### config.mk
export PLATFORM = sky130hd
export DESIGN_NAME = mic1_microsequencer_flat
export DESIGN_NICKNAME = d
export VERILOG_FILES = /design/src/rtl/mic1_microsequencer_pkg.sv /design/src/rtl/mic1_microsequencer_if.sv /design/src/rtl/mic1_microsequencer_next_addr.sv /design/src/rtl/mic1_microsequencer.sv /design/src/flat_wrapper.sv
export SDC_FILE = /design/constraint.sdc
export NUM_CORES = 1
export LEC_CHECK = 0
export CORE_MARGIN = 5
export CORE_UTILIZATION = 41
export DETAILED_ROUTE_END_ITERATION = 10
export GPL_TIMING_DRIVEN = 0
export HOLD_SLACK_MARGIN = 0.03
export PLACE_DENSITY = 0.82
export RECOVER_POWER = 100
export SLEW_MARGIN = 10
export SYNTH_ARGS = -nofsm -noshare
export SYNTH_HDL_FRONTEND = slang
export SYNTH_SLANG_ARGS = --single-unit
### constraint.sdc
create_clock -name clock -period 2 [get_ports clock]
set_input_delay 0.4 -clock clock [delete_from_list [all_inputs] [get_ports clock]]
set_output_delay 0.4 -clock clock [all_outputs]
set_load 0.05 [all_outputs]
### src/rtl/mic1_microsequencer_pkg.sv
// Shared Mic-1 microinstruction layout, sequencer state encoding and width helper.
package mic1_pkg;

  localparam int CTRL_BITS = 27;

  localparam int NEXT_LSB = 27;
  localparam int JAM_MSB  = 26;
  localparam int JAM_LSB  = 24;
  localparam int ALU_MSB  = 23;
  localparam int ALU_LSB  = 16;
  localparam int C_MSB    = 15;
  localparam int C_LSB    = 7;
  localparam int MEM_MSB  = 6;
  localparam int MEM_LSB  = 4;
  localparam int B_MSB    = 3;
  localparam int B_LSB    = 0;

  // Bit positions inside the 3-bit JAM field
  localparam int JAM_JMPC = 2;
  localparam int JAM_JAMN = 1;
  localparam int JAM_JAMZ = 0;

  // Absolute bit positions of the MEM controls inside a microinstruction
  localparam int MEM_WRITE = 6;
  localparam int MEM_READ  = 5;
  localparam int MEM_FETCH = 4;

  typedef enum logic [1:0] {
    ST_LOAD = 2'd0,
    ST_EXEC = 2'd1,
    ST_WAIT = 2'd2,
    ST_HALT = 2'd3
  } seq_state_e;

  function automatic int word_w(input int addr_w);
    return addr_w + CTRL_BITS;
  endfunction

endpackage

### src/rtl/mic1_microsequencer_if.sv
// Bundle between the Mic-1 sequencer, its control store and the datapath.
interface mic1_microsequencer_if #(
  parameter int ADDR_W = 9,
  parameter int MBR_W  = 8,
  parameter int CNT_W  = 32
);
  localparam int WORD_W = mic1_pkg::word_w(ADDR_W);

  logic [ADDR_W-1:0] ctrl_addr;
  logic [WORD_W-1:0] ctrl_data;
  logic [MBR_W-1:0]  mbr;
  logic              alu_n;
  logic              alu_z;
  logic              mem_busy;
  logic [WORD_W-1:0] mir;
  logic              mir_valid;
  logic              halted;
  logic [CNT_W-1:0]  ucount;

  modport master (
    output ctrl_addr, mir, mir_valid, halted, ucount,
    input  ctrl_data, mbr, alu_n, alu_z, mem_busy
  );

  modport slave (
    input  ctrl_addr, mir, mir_valid, halted, ucount,
    output ctrl_data, mbr, alu_n, alu_z, mem_busy
  );

endinterface

### src/rtl/mic1_microsequencer_next_addr.sv
// Combinational next-address formation: NEXT_ADDRESS OR-ed with JAMN/JAMZ high bit and JMPC MBR byte.
module mic1_next_addr
  import mic1_pkg::*;
#(
  parameter int ADDR_W = 9,
  parameter int MBR_W  = 8
) (
  input  logic [ADDR_W-1:0] next_address,
  input  logic [2:0]        jam,
  input  logic              n,
  input  logic              z,
  input  logic [MBR_W-1:0]  mbr,
  output logic [ADDR_W-1:0] next_addr,
  output logic              jam_zero
);

  logic [ADDR_W-1:0] mbr_ext;
  logic              hi_bit;

  always_comb begin
    mbr_ext = '0;
    if (jam[JAM_JMPC]) begin
      mbr_ext[MBR_W-1:0] = mbr;
    end
    hi_bit    = (jam[JAM_JAMN] & n) | (jam[JAM_JAMZ] & z);
    next_addr = next_address | mbr_ext;
    next_addr[ADDR_W-1] = next_addr[ADDR_W-1] | hi_bit;
  end

  assign jam_zero = (jam == 3'b000);

endmodule

### src/rtl/mic1_microsequencer.sv
// Mic-1 control unit: MPC/MIR registers, fetch/execute/stall FSM and committed-microinstruction counter.
module mic1_microsequencer
  import mic1_pkg::*;
#(
  parameter int ADDR_W     = 9,
  parameter int MBR_W      = 8,
  parameter int RESET_ADDR = 0,
  parameter int PIPELINED  = 0,
  parameter int CNT_W      = 32
) (
  input  logic                  clock,
  input  logic                  reset_n,
  mic1_microsequencer_if.master bus
);

  localparam int                WORD_W  = word_w(ADDR_W);
  localparam logic [ADDR_W-1:0] RST_MPC = ADDR_W'(RESET_ADDR);
  localparam logic [CNT_W-1:0]  CNT_ONE = CNT_W'(1);

  seq_state_e        state_q, state_d;
  logic [ADDR_W-1:0] mpc_q, mpc_d;
  logic [WORD_W-1:0] mir_q, mir_d;
  logic              n_q, n_d;
  logic              z_q, z_d;
  logic              mir_valid_q, mir_valid_d;
  logic              halted_q, halted_d;
  logic [CNT_W-1:0]  ucount_q, ucount_d;

  logic [ADDR_W-1:0] ctrl_addr_c;
  logic [ADDR_W-1:0] next_addr;
  logic              jam_zero;
  logic              flag_n;
  logic              flag_z;
  logic              halt_hit;

  // EXEC branches on the live ALU flags; a WAIT exit uses the flags latched during EXEC.
  assign flag_n = (state_q == ST_EXEC) ? bus.alu_n : n_q;
  assign flag_z = (state_q == ST_EXEC) ? bus.alu_z : z_q;

  mic1_next_addr #(
    .ADDR_W (ADDR_W),
    .MBR_W  (MBR_W)
  ) u_next_addr (
    .next_address (mir_q[WORD_W-1:NEXT_LSB]),
    .jam          (mir_q[JAM_MSB:JAM_LSB]),
    .n            (flag_n),
    .z            (flag_z),
    .mbr          (bus.mbr),
    .next_addr    (next_addr),
    .jam_zero     (jam_zero)
  );

  assign halt_hit = jam_zero && (next_addr == mpc_q);

  always_comb begin
    state_d     = state_q;
    mpc_d       = mpc_q;
    mir_d       = mir_q;
    n_d         = n_q;
    z_d         = z_q;
    mir_valid_d = mir_valid_q;
    halted_d    = halted_q;
    ucount_d    = ucount_q;
    ctrl_addr_c = mpc_q;

    unique case (state_q)
      ST_LOAD: begin
        mir_d       = bus.ctrl_data;
        mir_valid_d = 1'b1;
        state_d     = ST_EXEC;
      end
      ST_EXEC, ST_WAIT: begin
        if (state_q == ST_EXEC) begin
          n_d      = bus.alu_n;
          z_d      = bus.alu_z;
          ucount_d = ucount_q + CNT_ONE;
        end
        if (bus.mem_busy) begin
          state_d     = ST_WAIT;
          mir_valid_d = 1'b0;
        end else if (halt_hit) begin
          state_d     = ST_HALT;
          halted_d    = 1'b1;
          mir_valid_d = 1'b0;
        end else begin
          mpc_d = next_addr;
          if (PIPELINED != 0) begin
            // Overlap the fetch of the successor with the commit of the current word.
            ctrl_addr_c = next_addr;
            mir_d       = bus.ctrl_data;
            state_d     = ST_EXEC;
            mir_valid_d = 1'b1;
          end else begin
            state_d     = ST_LOAD;
            mir_valid_d = 1'b0;
          end
        end
      end
      default: begin
      end
    endcase
  end

  always_ff @(posedge clock or negedge reset_n) begin
    if (!reset_n) begin
      state_q     <= ST_LOAD;
      mpc_q       <= RST_MPC;
      mir_q       <= '0;
      n_q         <= 1'b0;
      z_q         <= 1'b0;
      mir_valid_q <= 1'b0;
      halted_q    <= 1'b0;
      ucount_q    <= '0;
    end else begin
      state_q     <= state_d;
      mpc_q       <= mpc_d;
      mir_q       <= mir_d;
      n_q         <= n_d;
      z_q         <= z_d;
      mir_valid_q <= mir_valid_d;
      halted_q    <= halted_d;
      ucount_q    <= ucount_d;
    end
  end

  assign bus.ctrl_addr = ctrl_addr_c;
  assign bus.mir       = mir_q;
  assign bus.mir_valid = mir_valid_q;
  assign bus.halted    = halted_q;
  assign bus.ucount    = ucount_q;

endmodule
### src/flat_wrapper.sv
// flat-port wrapper written by rule: the top's interface ports become plain ports
module mic1_microsequencer_flat import mic1_pkg::*;
#(
  parameter int ADDR_W     = 9,
  parameter int MBR_W      = 8,
  parameter int RESET_ADDR = 0,
  parameter int PIPELINED  = 0,
  parameter int CNT_W      = 32
)
  (clock, reset_n, bus_ctrl_addr, bus_mir, bus_mir_valid, bus_halted, bus_ucount, bus_ctrl_data, bus_mbr, bus_alu_n, bus_alu_z, bus_mem_busy);
  mic1_microsequencer_if #(.ADDR_W(ADDR_W), .MBR_W(MBR_W), .CNT_W(CNT_W)) bus_i ();
  input  logic clock;
  input  logic reset_n;
  output wire logic [$bits(bus_i.ctrl_addr)-1:0] bus_ctrl_addr;
  output wire logic [$bits(bus_i.mir)-1:0] bus_mir;
  output wire logic [$bits(bus_i.mir_valid)-1:0] bus_mir_valid;
  output wire logic [$bits(bus_i.halted)-1:0] bus_halted;
  output wire logic [$bits(bus_i.ucount)-1:0] bus_ucount;
  input wire logic [$bits(bus_i.ctrl_data)-1:0] bus_ctrl_data;
  input wire logic [$bits(bus_i.mbr)-1:0] bus_mbr;
  input wire logic [$bits(bus_i.alu_n)-1:0] bus_alu_n;
  input wire logic [$bits(bus_i.alu_z)-1:0] bus_alu_z;
  input wire logic [$bits(bus_i.mem_busy)-1:0] bus_mem_busy;
  assign bus_ctrl_addr = bus_i.ctrl_addr;
  assign bus_mir = bus_i.mir;
  assign bus_mir_valid = bus_i.mir_valid;
  assign bus_halted = bus_i.halted;
  assign bus_ucount = bus_i.ucount;
  assign bus_i.ctrl_data = bus_ctrl_data;
  assign bus_i.mbr = bus_mbr;
  assign bus_i.alu_n = bus_alu_n;
  assign bus_i.alu_z = bus_alu_z;
  assign bus_i.mem_busy = bus_mem_busy;
  mic1_microsequencer #(.ADDR_W(ADDR_W), .MBR_W(MBR_W), .RESET_ADDR(RESET_ADDR), .PIPELINED(PIPELINED), .CNT_W(CNT_W)) u_core (.clock(clock), .reset_n(reset_n), .bus(bus_i));
endmodule
==> results.md <==
* TritonCTS Buffers at 9
* Layout cells sized above 1 at 0.248
* Starting density of the core at 0.418
* Layout Area Growth over Synthesis at 50.2%
* Status: finished with violations
* Clock-pin slew on the worst setup and hold paths at 0.09 ns
* Yosys top cell by area: dfrtp_1
* Final cell count without fillers at 539
* HPWL after detailed placement at 6470 um
* Max-slew violations at 0
* Synth warnings at 0
* Worst Hold Class: flop to flop
* I/O pins at around 130
* Synth Register Bits at 83
* Clock root cell: clkbuf_8
* Post-Route WL at between 8000 and 9000 um
* Clock latency on the worst-skew pair at 0.34 ns
* Peak supply drop at 0.309 mV
* Sum Neg Setup Slack at -0.944 ns
* Post-Syn Instances at roughly 280
* # port buffers at 127
* Critical path type: flop to flop
* DR WL/cell at 16.1 um
* Count leader, synth: dfrtp_1
* Vias in the first global route at 2796
* Placed Area at 0.00509 sq mm
* Grt ovf at 0
* Worst setup margin at -0.0762 ns
* Via count at 2679
* Worst hold margin at 0.475 ns
* Placed insts at 512
* Max_slew headroom at 0.339
* Clk buf depth at 2
* All-Layer GR Usage at 0.160
* Fin crit share at 1.04
* DRT Pass-1 Iters at 4
* Nets at approximately 480
* Final Skew at 0.0106 ns
* Die ar. at 0.0108 sq mm
* Critical Path End Type: flop
* Pre-CTS setup slack at -0.287 ns
* Main flop type after synthesis: dfrtp_1
* H-Tree Depth at 3
* Global-route wire length before repair at ~14000 um
* Core Region at 0.00868 sq mm
* Setup Viol. Count Final at 17
* WP data arrival at 2.32 ns
* Failing checks: setup timing
* Antenna Cells at 0
* Final core occ at 0.628
* Number of synthesized flops with an enable pin at 0
* Crit start category: flop
* Final Power at 2.93 mW
* Syn nets at 329
* Fin area at approximately 0.0055 sq mm
* Most instantiated cells after synthesis: dfrtp_1 (83), mux2_2 (39), xnor2_1 (24)
* Area share of the largest cell type after synthesis at 0.572
* Max cap viols at 0
* Initial detailed-routing violation count at 26
* CP Max Fanout at 5
* Die extent in y at 104 um
* Hold Vio Cnt, Final at 0
* Final Critical Period at 2.08 ns
* Clk sink count at 83
* Antenna violations before repair at 0
* Seq/Total Area, Yosys at 0.572
* Syn Std Cell Area at 0.00363 sq mm
* Critical path data required time at 2.25 ns
* Drt drc at 0
* Pin count of the biggest net entering global routing at 47
* Worst Max-Slew Pin Slew at between 0.9 and 1 ns
* Power Density at 537 mW/mm^2
* Leakage at 2.85 nW
* Post-synthesis async set-or-reset flop share at 1.00
* GP Congestion at 0.793
* Mean number of vias per cell at between 4 and 5
* Unrepaired setup endpoints after global routing: true
* # rows at 34
* Max frequency at 482 MHz
* Die Width at 104 um
* CTS tree: yes
* Leading post-synthesis cells by cell area: dfrtp_1 (57%), mux2_2 (12%), xnor2_1 (5.8%)
* Avg Cell Area, Syn at approximately 13 sq um
* Antenna-violating nets left at 0
* Post-synth cell types at 40
[report_power, final]
part | internal [mW] | switching (mW)
Clock | 0.521 | 0.588
Combinational | 0.0917 | 0.0476
Sequential | 1.68 | 0.00109
[worst max-delay path: stages, from the launching register on]
cell	delay, ns
dfrtp_1	0.39
inv_2	0.08
ha_4	0.17
mux2_4	0.32
a221oi_4	0.31
xor2_2	0.26
nand3_2	0.18
o31ai_1	0.26
[final cells by class]
type                            count  area (sq um)
Tap cell                          108           135
Fill cell                         679          3230
Inverter                           10          37.5
Buffer                              5          26.3
Clock inverter                      3          22.5
Timing Repair Buffer              141          1440
Clock buffer                       13           159
Multi-Input combinational cell    176          1550
Sequential cell                    83          2090
[layer usage]
layer / global-route usage / vias up / part of all wire
met5: 0 / - / 0
met4: 0.0518 / 0 / 0.016
met3: 0.0621 / 12 / 0.079
met2: 0.268 / 96 / 0.50
met1: 0.188 / 1311 / 0.40
li1: - / 1260 / -
[kinds of logic after synthesis]
family | Yosys count | synth area share
adder cells (fa/ha/maj) | 4 | 0.0138
buffers and inverters | 17 | 0.0200
flip-flops | 83 | 0.572
AND/OR/NAND/NOR | 67 | 0.107
multiplexers | 47 | 0.145
AO/OA/AOI/OAI | 18 | 0.0434
XOR/XNOR | 40 | 0.0986
[worst paths after layout]
check / start / end / slack [ns] / depth (start not counted)
worst max-delay path: u_core.state_q[1] / u_core.state_q[0] / -0.08 / 7
worst max register to register: u_core.state_q[1] / u_core.state_q[0] / -0.08 / 7
worst min register to register: u_core.bus.ucount[31] / u_core.bus.ucount[31] / 0.48 / 1
min in group asynchronous: reset_n / u_core.bus.ucount[31] / 0.76 / 2
max in group asynchronous: reset_n / u_core.bus.ucount[5] / 0.50 / 3
worst min-delay path: u_core.bus.ucount[31] / u_core.bus.ucount[31] / 0.48 / 1
[repair_timing]
action | in CTS | in global routing
gates resized for setup | 39 | 25
pin swaps | 6 | 6
hold endpoints to repair | 11 | 0
hold buffers | 1 | 0
endpoints found under the setup margin | 75 | 46
setup buffers | 10 | 2
[registers in the layout, indices dropped and copies added, names as in the netlist]
register              cells
u_core.state_q            2
u_core.bus.ctrl_addr      9
u_core.z_q                1
u_core.bus.halted         1
u_core.bus.mir           36
u_core.bus.mir_valid      1
u_core.n_q                1
u_core.bus.ucount        32
[placed cells by master, fill, tap and decap left out, types with 7 or more instances in the layout]
cell type | netlist | layout
dlymetal6s2s_1 | 0 | 20
and3_1 | 7 | 7
nand2_1 | 13 | 13
inv_1 | 10 | 9
dfrtp_1 | 83 | 74
clkbuf_8 | 0 | 11
mux2_2 | 39 | 39
xor2_1 | 15 | 15
nand3_1 | 11 | 11
buf_4 | 0 | 10
dfrtp_2 | 0 | 9
dlygate4sd2_1 | 0 | 27
a21oi_1 | 7 | 7
clkdlybuf4s50_1 | 0 | 79
xnor2_1 | 24 | 24
No activity file was read; power rests on OpenSTA's default activity.
==> patch (same flow settings) <==
Make the reset (`reset_n`) synchronous in one clocked block.
--- a/src/rtl/mic1_microsequencer.sv
+++ b/src/rtl/mic1_microsequencer.sv
@@ -103,3 +103,3 @@
 
-  always_ff @(posedge clock or negedge reset_n) begin
+  always_ff @(posedge clock) begin
     if (!reset_n) begin
Check against the original RTL: differs if reset_n is asserted again (counterexample within 4 cycles, from zero or initial values and one cycle with reset_n low); with reset_n held inactive, the same outputs for 10 cycles.
==> patch against the unedited design <==
The run still ends with negative setup slack left. Design area is 1.1% higher. Wire length rose by 15%. Worst setup slack better by 0.057 ns. Sequential cell count is the same. Clock skew is 0.0026 ns higher. Area after synthesis is 3.6% higher. Critical path depth unchanged.
Power is not compared: it rests on default switching activity, and its combinational part moved more than twofold at a synthesized area within 25%.
==> patch: results (changes against the unedited design) <==
- Post-synthesis xor/xnor area fraction: 8.62% (was 9.86%)
- Fraction of the mapped netlist area in adder cells: 1.33% (was 1.38%)
- The area enclosed by the die boundary is 11200 um^2 (was 10800 um^2).
* Critical path capture point: u_core.bus.ctrl_addr[3]$_SDFFE_PN0P_ (was u_core.state_q[0]$_DFFE_PN0P_)
- The number of violations reported at the end of detailed-routing iteration 0 is 134 (was 26).
* Final weighted congestion of routability-driven global placement: 0.805 (was 0.793)
- The top fanout value on the critical path is 10 (was 5).
- Net count of the finished layout: 590 (was 479)
* Filler Cells Inserted: 803 (was 679)
- HPWL after DPL: 7.26 mm (was 6.47 mm)
- The met3 demand-to-capacity share in global routing is 3.00% (was 6.21%).
* Layout clock buffer count: 9 (was 13)
- Number of distinct library cell variants in the gate-level netlist after synthesis: 41 (was 40)
- PnR worst setup slack: -0.0194 ns (was -0.0762 ns)
* Synth cell count leaders: sky130_fd_sc_hd__dfxtp_1 (83), sky130_fd_sc_hd__nor2b_1 (40), sky130_fd_sc_hd__mux2i_1 (37) (was sky130_fd_sc_hd__dfrtp_1 (83), sky130_fd_sc_hd__mux2_2 (39), sky130_fd_sc_hd__xnor2_1 (24))
- Outcome: finished with violations (unchanged).
* Multi-input combinational cell count: 279 (was 176)
- Number of instances on the worst hold path: 2 (was 1)
* Proportion of layout cells with a drive suffix above 1: 14.9% (was 24.8%)
- Pin count of the biggest net entering global routing: 16 (was 47)
* Routed WL per cell: 15.3 um (was 16.1 um)
- The most instantiated flip-flop cell in the synthesis netlist was sky130_fd_sc_hd__dfxtp_1 (was sky130_fd_sc_hd__dfrtp_1).
* Delay of the slowest cell on the worst path: 0.36 ns (was 0.39 ns)
- The worst-path cell with the longest stage delay is sky130_fd_sc_hd__a221oi_4 (was sky130_fd_sc_hd__dfrtp_1).
* Compound-cell area share of the yosys netlist: 5.96% (was 4.34%)
* Plain + repair buffers: 158 (was 146)
* Failing checks: negative setup slack (unchanged)
- The average vias per placed instance is 5.09 (was 4.97).
- The total of endpoints with negative setup slack in the final report was 2 (was 17).
* Syn_nets: 439 (was 329)
- The final instance count without filler cells came to 653 (was 539).
==> patch: cell count changes in the layout (fill, tap and decap cells not counted), moves of 17 or more <==
cell                              delta
sky130_fd_sc_hd__clkbuf_1           +23
sky130_fd_sc_hd__dfxtp_2            +20
sky130_fd_sc_hd__dlymetal6s2s_1     -19
sky130_fd_sc_hd__dfrtp_1            -74
sky130_fd_sc_hd__clkdlybuf4s50_1    +17
sky130_fd_sc_hd__mux2i_1            +31
sky130_fd_sc_hd__dfxtp_1            +62
sky130_fd_sc_hd__mux2_2             -39
sky130_fd_sc_hd__nor2b_1            +40
sky130_fd_sc_hd__and2_1             +30
==> patch: metal layers <==
metal / vias up / routed length (um)
li1: 1632 / -
met1: 1564 / 4250
met2: 111 / 5090
met3: 20 / 416
met4: 0 / 224
met5: - / 0
==> patch: repair_timing <==
item                                    4_1_cts  5_1_grt
buffers inserted                              6        9
pin swaps                                     5        6
resized for setup                            32       28
endpoints found under the setup margin       62       33
